<file path="src/rtl/tdm_demux4_4bits_pkg.sv">
// rtl/tdm_demux4_4bits_pkg.sv - shared state encoding and slot constants for the TDM receiver
package tdm_demux4_4bits_pkg;

  // HUNT: waiting for a frame_sync beat; RECV: locked onto the frame
  typedef enum logic {
    ST_HUNT = 1'b0,
    ST_RECV = 1'b1
  } state_e;

  localparam logic [1:0] SLOT0 = 2'd0;
  localparam logic [1:0] SLOT1 = 2'd1;
  localparam logic [1:0] SLOT2 = 2'd2;
  localparam logic [1:0] SLOT3 = 2'd3;

endpackage

</file>
<file path="src/rtl/tdm_demux4_4bits_if.sv">
// rtl/tdm_demux4_4bits_if.sv - link-side inputs and channel-side outputs of the TDM receiver
interface tdm_demux4_4bits_if #(
  parameter int P_WIDTH = 4
);
  logic [P_WIDTH-1:0] din;
  logic               din_valid;
  logic               frame_sync;
  logic [P_WIDTH-1:0] sai0;
  logic [P_WIDTH-1:0] sai1;
  logic [P_WIDTH-1:0] sai2;
  logic [P_WIDTH-1:0] sai3;
  logic               frame_valid;
  logic [1:0]         slot;
  logic               sync_err;

  // Link driver side
  modport master (
    output din, din_valid, frame_sync,
    input  sai0, sai1, sai2, sai3, frame_valid, slot, sync_err
  );

  // Receiver side
  modport slave (
    input  din, din_valid, frame_sync,
    output sai0, sai1, sai2, sai3, frame_valid, slot, sync_err
  );
endinterface

</file>
<file path="src/rtl/tdm_demux4_4bits_decod_2x4.sv">
// rtl/tdm_demux4_4bits_decod_2x4.sv - slot number to one-hot write strobe, inverse of the link selector
module tdm_demux4_4bits_decod_2x4
  import tdm_demux4_4bits_pkg::*;
(
  input  logic [1:0] slot_i,
  input  logic       en_i,
  output logic [3:0] we_o
);

  // One strobe per slot, all low when no beat is being stored
  always_comb begin
    we_o = 4'b0000;
    if (en_i) begin
      case (slot_i)
        SLOT0:   we_o = 4'b0001;
        SLOT1:   we_o = 4'b0010;
        SLOT2:   we_o = 4'b0100;
        SLOT3:   we_o = 4'b1000;
        default: we_o = 4'b0000;
      endcase
    end
  end

endmodule

</file>
<file path="src/rtl/tdm_demux4_4bits.sv">
// rtl/tdm_demux4_4bits.sv - 4-channel TDM receiver rebuilding frame-coherent channel outputs
module tdm_demux4_4bits
  import tdm_demux4_4bits_pkg::*;
#(
  parameter int P_WIDTH       = 4,
  parameter int P_TIMEOUT     = 16,
  parameter bit P_STRICT_SYNC = 1'b1
) (
  input  logic                 clk,
  input  logic                 rst_n,
  tdm_demux4_4bits_if.slave    bus
);

  localparam int CW = $clog2(P_TIMEOUT + 1);

  state_e             state_q;
  logic [1:0]         slot_q;
  logic [CW-1:0]      idle_q;
  logic [P_WIDTH-1:0] shadow_q [3];
  logic [P_WIDTH-1:0] sai_q    [4];
  logic               frame_valid_q;
  logic               sync_err_q;

  logic               beat;
  logic               strict_drop;
  logic               resync;
  logic               wr_en;
  logic [1:0]         wr_slot;
  logic [3:0]         we;
  logic [CW-1:0]      idle_inc;
  logic               timeout_hit;

  // Classify the current beat and decide where (if anywhere) it is stored
  always_comb begin
    beat        = bus.din_valid;
    strict_drop = P_STRICT_SYNC && (state_q == ST_RECV) && beat &&
                  !bus.frame_sync && (slot_q == SLOT0);
    resync      = (state_q == ST_RECV) && beat && bus.frame_sync && (slot_q != SLOT0);
    if (state_q == ST_HUNT) begin
      wr_en = beat && bus.frame_sync;
    end else begin
      wr_en = beat && !strict_drop;
    end
    // A sync beat always restarts at slot 0, so a sync at slot 3 never completes a frame
    wr_slot     = (bus.frame_sync || (state_q == ST_HUNT)) ? SLOT0 : slot_q;
    idle_inc    = (idle_q == CW'(P_TIMEOUT)) ? idle_q : idle_q + 1'b1;
    timeout_hit = (state_q == ST_RECV) && !beat && (slot_q != SLOT0) &&
                  (idle_inc == CW'(P_TIMEOUT));
  end

  // A store into slot 3 is exactly the frame-completing beat
  tdm_demux4_4bits_decod_2x4 u_decod (
    .slot_i (wr_slot),
    .en_i   (wr_en),
    .we_o   (we)
  );

  // Shadow registers collect slots 0..2 of the frame in progress
  always_ff @(posedge clk or negedge rst_n) begin
    if (!rst_n) begin
      shadow_q <= '{default: '0};
    end else begin
      for (int i = 0; i < 3; i++) begin
        if (we[i]) shadow_q[i] <= bus.din;
      end
    end
  end

  // Frame FSM: slot/idle tracking, pulse generation and output publication
  always_ff @(posedge clk or negedge rst_n) begin
    if (!rst_n) begin
      state_q       <= ST_HUNT;
      slot_q        <= SLOT0;
      idle_q        <= '0;
      sai_q         <= '{default: '0};
      frame_valid_q <= 1'b0;
      sync_err_q    <= 1'b0;
    end else begin
      frame_valid_q <= we[3];
      sync_err_q    <= resync || strict_drop || timeout_hit;

      if (we[3]) begin
        sai_q[0] <= shadow_q[0];
        sai_q[1] <= shadow_q[1];
        sai_q[2] <= shadow_q[2];
        sai_q[3] <= bus.din;
      end

      if (beat || timeout_hit || (state_q == ST_HUNT) || (slot_q == SLOT0)) begin
        idle_q <= '0;
      end else begin
        idle_q <= idle_inc;
      end

      if (wr_en) begin
        slot_q <= wr_slot + 2'd1;
      end else if (timeout_hit) begin
        slot_q <= SLOT0;
      end

      if (strict_drop || timeout_hit) begin
        state_q <= ST_HUNT;
      end else if (wr_en) begin
        state_q <= ST_RECV;
      end
    end
  end

  assign bus.sai0        = sai_q[0];
  assign bus.sai1        = sai_q[1];
  assign bus.sai2        = sai_q[2];
  assign bus.sai3        = sai_q[3];
  assign bus.frame_valid = frame_valid_q;
  assign bus.slot        = slot_q;
  assign bus.sync_err    = sync_err_q;

endmodule

</file>
<file path="src/flat_wrapper.sv">
// flat-port wrapper written by rule: the top's interface ports become plain ports
module tdm_demux4_4bits_flat import tdm_demux4_4bits_pkg::*;
#(
  parameter int P_WIDTH       = 4,
  parameter int P_TIMEOUT     = 16,
  parameter bit P_STRICT_SYNC = 1'b1
)
  (clk, rst_n, bus_din, bus_din_valid, bus_frame_sync, bus_sai0, bus_sai1, bus_sai2, bus_sai3, bus_frame_valid, bus_slot, bus_sync_err);
  tdm_demux4_4bits_if #(.P_WIDTH(P_WIDTH)) bus_i ();
  input  logic clk;
  input  logic rst_n;
  input wire logic [$bits(bus_i.din)-1:0] bus_din;
  input wire logic [$bits(bus_i.din_valid)-1:0] bus_din_valid;
  input wire logic [$bits(bus_i.frame_sync)-1:0] bus_frame_sync;
  output wire logic [$bits(bus_i.sai0)-1:0] bus_sai0;
  output wire logic [$bits(bus_i.sai1)-1:0] bus_sai1;
  output wire logic [$bits(bus_i.sai2)-1:0] bus_sai2;
  output wire logic [$bits(bus_i.sai3)-1:0] bus_sai3;
  output wire logic [$bits(bus_i.frame_valid)-1:0] bus_frame_valid;
  output wire logic [$bits(bus_i.slot)-1:0] bus_slot;
  output wire logic [$bits(bus_i.sync_err)-1:0] bus_sync_err;
  assign bus_i.din = bus_din;
  assign bus_i.din_valid = bus_din_valid;
  assign bus_i.frame_sync = bus_frame_sync;
  assign bus_sai0 = bus_i.sai0;
  assign bus_sai1 = bus_i.sai1;
  assign bus_sai2 = bus_i.sai2;
  assign bus_sai3 = bus_i.sai3;
  assign bus_frame_valid = bus_i.frame_valid;
  assign bus_slot = bus_i.slot;
  assign bus_sync_err = bus_i.sync_err;
  tdm_demux4_4bits #(.P_WIDTH(P_WIDTH), .P_TIMEOUT(P_TIMEOUT), .P_STRICT_SYNC(P_STRICT_SYNC)) u_core (.clk(clk), .rst_n(rst_n), .bus(bus_i));
endmodule
</file>
<file path="config.mk">
export PLATFORM = sky130hd
export DESIGN_NAME = tdm_demux4_4bits_flat
export DESIGN_NICKNAME = d
export VERILOG_FILES = /design/src/rtl/tdm_demux4_4bits_pkg.sv /design/src/rtl/tdm_demux4_4bits_if.sv /design/src/rtl/tdm_demux4_4bits_decod_2x4.sv /design/src/rtl/tdm_demux4_4bits.sv /design/src/flat_wrapper.sv
export SDC_FILE = /design/constraint.sdc
export NUM_CORES = 1
export LEC_CHECK = 0
export ABC_AREA = 1
export ABC_CLOCK_PERIOD_IN_PS = 1700
export BUFFER_PORTS_ARGS = -buffer_cell sky130_fd_sc_hd__buf_2
export CORE_MARGIN = 3
export CORE_UTILIZATION = 57
export CTS_BUF_LIST = sky130_fd_sc_hd__clkbuf_8
export CTS_CLUSTER_SIZE = 16
export DETAILED_ROUTE_END_ITERATION = 6
export PLACE_DENSITY = 0.81
export SETUP_SLACK_MARGIN = 0.05
export SLEW_MARGIN = 30
export SYNTH_ARGS = -nofsm -noshare
export SYNTH_HDL_FRONTEND = slang
export SYNTH_SLANG_ARGS = --single-unit
</file>
<file path="constraint.sdc">
create_clock -name clk -period 1.7 [get_ports clk]
set_input_delay 0.17 -clock clk [delete_from_list [all_inputs] [get_ports clk]]
set_output_delay 0.17 -clock clk [all_outputs]
set_load 0.01 [all_outputs]
</file>
# Word level (Yosys, flattened, before mapping)
# Index checks and enable logic that the tools add are counted.
word_totals:
  reg_bits: 38
classes:
  n_eq_ne: 5
  mux: 10
  n_reduce_logical: 25
  bitwise_logic: 1
  addsub: 2
ops:
  columns: ["operator", "count"]
  rows:
  - ["$pmux 4 s4", 1]
  - ["$eq 5x5->1 const B", 2]
  - ["$logic_and 1x1->1", 10]
  - ["$mux 5", 2]
  - ["$logic_or 1x1->1", 7]
  - ["$mux 2", 3]
  - ["$reduce_bool 2->1", 3]
  - ["$add 5x1->5 const B", 1]
  - ["$eq 2x2->1 const B", 2]
  - ["$logic_not 2->1", 2]
  - ["$mux 4", 1]
  - ["$logic_not 1->1", 3]
  - ["$mux 1", 3]
  - ["$add 2x1->2 const B", 1]
  - ["$eq 2x1->1 const B", 1]
  - ["$not 1->1", 1]

# Logic depth before layout (Yosys ltp)
depth:
  ltp_word: 8
  ltp_mapped: 11
  depth_no_buf: 11

# Hierarchy
# Synthesis repeated with hierarchy kept, for this count alone.
unflattened:
  hier_cells: 176
  hier_area_um2: 1601.5
modules_own_cells:
  columns: ["mod", "seq_area_each_um2", "cells_each", "n_inst", "area_per_inst_um2"]
  rows:
  - ["tdm_demux4_4bits", 950.9, 168, 1, 1571.5]
  - ["tdm_demux4_4bits_decod_2x4", 0.0, 8, 1, 30.0]

# Worst setup path after synthesis
# OpenSTA, ideal clock, no wires.
synth_timing:
  kind: "reg-to-reg"
  start: "register u_core.idle_q[0]"
  end: "register u_core.slot_q[0] (netlist: u_core.bus.slot[0])"
  required_time_ns: 1.582
  n_path_buf: 0
  t_arrival_ns: 1.247
  path_stages_with_launch: 12
  path_slack_ns: 0.335
  cell_sequence: "dfrtp_1 inv_1 ha_1 nand2_1 inv_1 nand2_1 nand2_1 nand2_1 nor2_1 nand4_1 nand3_1 nand2_1"
synth_between:
  elab_chain_len: 5
synth_lines:
  columns: ["item", "line_no", "text"]
  rows:
  - ["from (decl)", "tdm_demux4_4bits.sv:18", "logic [CW-1:0] idle_q;"]
  - ["from (signal assigned)", "tdm_demux4_4bits.sv:92", "idle_q <= idle_inc;"]
  - ["$add 5x1->5 / $eq 5x5->1 (equally long branches)", "tdm_demux4_4bits.sv:46", "idle_inc = (idle_q == CW'(P_TIMEOUT)) ? idle_q : idle_q + 1'b1;"]
  - ["$mux 5 (*)", "tdm_demux4_4bits.sv:46", null]
  - ["$eq 5x5->1 (*)", "tdm_demux4_4bits.sv:48", "(idle_inc == CW'(P_TIMEOUT));"]
  - ["$logic_and 1x1->1 (*)", "tdm_demux4_4bits.sv:47", "timeout_hit = (state_q == ST_RECV) && !beat && (slot_q != SLOT0) &&"]
  - ["$reduce_bool 2->1 (no line) (*)", null, null]
  - ["to (signal assigned)", "tdm_demux4_4bits.sv:96", "slot_q <= wr_slot + 2'd1;"]
  - ["to (decl)", "tdm_demux4_4bits.sv:17", "logic [1:0] slot_q;"]
# Mark *: on every way between the ends. The rest lies on a longest branch, timed or not.
# A chain may end at the register's enable or synchronous reset.

# Worst setup path after layout
# Same ends and word-level chain as after synthesis.

==> impl_metrics.yaml <==
timing:
  worst_pin_slew_ps: 448
  slew_violations: 0
  setup_viol: 0
  finalHoldViolCount: 0
  rsz0062_at_grt: "yes"
  period_needed_ps: 1590
  skew_ps: 5.80
  slew_headroom_pct: 70.1
  max_freq_ghz: 0.628
  fin_crit_sh_pct: 93.6
min_path:
  hp-class: "in -> reg"
route:
  initialDrtViolationCount: 73
  final_antenna_net_count: 0
  vias: 1294
  drt-vias-per-instance: 5.09
  drtPass1Iterations: 4
  wire_per_inst_um: 12.1
  postRouteWirelength_mm: 3.08
  drc: 0
worst_setup_path:
  crit_path_start_kind: "flip-flop"
  crit_fanout: 4
  endpoint_kind: "flip-flop"
  cp.required_ps: 1870
  cp.arrival_ps: 1760
  critical_path_class: "reg -> reg"
grt:
  grt_max_degree: 39
  globalRoute.totalOverflow: 0
  grt_pass1_wl_mm: 5.25
  antenna_found_initial: 0
  track_usage_pct: 19.7
  grt_pass1_vias: 1206
floorplanning:
  die_area_mm2: 0.00361
  rows: 18
  die_w_um: 60.1
  die_y_um: 60.1
  io_pins: 28
  core_area_mm2: 0.00264
  start_util_pct: 63.3
synthesis:
  synth_flop_cell: "dfrtp_1"
  synth.top_cell.area_share_pct: 57.0
  synth_top_area_cell: "dfrtp_1"
  synthArstFlopShare_pct: 100
  ys_ff_latch: 38
  yosysWarnings: 0
  syn-mean-instance-area_um2: 8.88
  yosysMostFrequentCell: "nand2_1"
  ys_seq_area_share_pct: 57.0
  synthTopCellsByCount: "72 x nand2_1, 38 x dfrtp_1, 18 x inv_1"
  postSynthCellCount: 188
  synth_edf_count: 0
  synth_top_cells_by_area: "dfrtp_1 57%, nand2_1 16%, ha_1 4.5%"
  synth_cell_types: 21
  syn_nets: 202
  synth_area_mm2: 0.00167
cts:
  numCtsBuffers: 5
  clock-sinks: 38
  insertion_delay_ps: 290
  htree_levels: 2
  cts_buffer_depth: 2
  cts_tree: "yes"
  cts.clk_slew.worst_paths_ps: 70
  ctsRootBufferMaster: "clkbuf_8"
place:
  dp_cells: 243
  portBuffers: 27
  place.gp.congestion: 0.841
  post-dp-hpwl_mm: 2.16
power:
  p_leak_nw: 1.12
  vdd_drop_max_v: 0.00115
  power_density_mw_per_mm2: 1470
layout:
  fin_util_pct: 73.6
  diodes: 0
  layoutNonFillerInstCount: 254
  fin_nets: 237
  drive_above_1_share_pct: 22.3
  area_growth_pct: 16.3
run:
  drv_cap: 0
outcome:
  status: "complete, no violations"
==> worst paths after layout <==
| check | from | endpoint | slack (ps) | cells after the start |
|---|---|---|---|---|
| max in group asynchronous | rst_n | u_core.bus.sai3[1] | 930 | 3 |
| worst max-delay path | u_core.idle_q[0] | u_core.bus.slot[0] | 110 | 11 |
| worst max register to register | u_core.idle_q[0] | u_core.bus.slot[0] | 110 | 11 |
| min in group asynchronous | rst_n | u_core.idle_q[3] | 450 | 3 |
| worst min register to register | u_core.bus.sai1[2] | u_core.bus.sai1[2] | 470 | 2 |
| worst min-delay path | bus_frame_sync | u_core.bus.sync_err | 190 | 3 |
==> registers in the layout (all words and copies together) (netlist names) <==
| signal | cells |
|---|---|
| u_core.bus.sync_err | 1 |
| u_core.bus.sai1 | 4 |
| u_core.idle_q | 5 |
| u_core.bus.frame_valid | 1 |
| u_core.bus.slot | 2 |
| u_core.bus.sai3 | 4 |
| u_core.shadow_q | 12 |
| u_core.bus.sai2 | 4 |
| u_core.state_q | 1 |
| u_core.bus.sai0 | 4 |
==> power breakdown <==
part	switching [W]	internal [W]
Clock	0.000307	0.000326
Sequential	0.000200	0.00120
Combinational	0.000490	0.000331
==> per-layer routing <==
metal,up-vias,global-route usage [%],wire [um]
met3,9,4.75,131
met5,-,0,0
met1,600,25.9,1440
met2,27,31.0,1440
met4,0,8.54,56
li1,658,-,-
==> placed cells by master (no fill, tap or decap), drive strengths merged <==
| cell | instances |
|---|---|
| clkbuf | 6 |
| o21ai | 17 |
| clkinv | 1 |
| nand2 | 73 |
| nand3 | 9 |
| nor2 | 10 |
| nand4 | 4 |
| and3 | 1 |
| or2 | 1 |
| buf | 30 |
| o21bai | 1 |
| a21oi | 3 |
| inv | 21 |
| clkinvlp | 1 |
| ha | 6 |
| dlygate4sd3 | 1 |
| nor3 | 1 |
| dfrtp | 38 |
==> logic make-up (layout without fill, tap and decap cells) <==
group	Yosys count	count (layout)	synth area share, %
compound gates	21	21	6.67
fa+ha+maj	6	6	4.50
buf+inv	24	60	6.90
flops	38	38	57.0
simple gates	99	99	25.0
==> final cells by class <==
class	count	area [um2]
clock buffers	6	82.6
flip-flops and latches	38	951
clock inverters	2	12.5
fillers	202	694
well taps	30	37.5
multi-input cells	126	608
repair buffers	31	168
inverters	21	81.3
==> worst max-delay path, stage by stage (launching register included) <==
cell and delay [ps]:
dfrtp_1 420, inv_2 80, ha_2 170, nand2_2 50
inv_2 60, nand2_1 40, nand2_1 80, nand2_1 50
nor2_1 130, nand4_1 190, nand3_1 140, nand2_1 60
==> per-stage QoR <==
| step | cell area [um2] | power (W) | worst slack (ps) | hold slack (ps) | setup TNS, ps |
|---|---|---|---|---|---|
| 2_1_floorplan | 1670 | 0.00191 | 335 | -126 | 0 |
| 5_1_grt | 1940 | 0.00306 | -52.1 | 205 | -157 |
| 3_5_place_dp | 1820 | 0.00221 | 145 | 237 | 0 |
| 3_3_place_gp | 1820 | 0.00215 | 185 | 232 | 0 |
| 4_1_cts | 1920 | 0.00284 | 139 | 188 | 0 |
| 6_report | 1940 | 0.00285 | 108 | 187 | 0 |
==> repair_timing <==
action,4_1_cts,5_1_grt
resized for setup,0,4
buffers inserted,0,2
hold buffers,1,0
hold endpoints to repair,38,0
setup endpoints to repair,0,3
(Power assumes the default switching activity.)
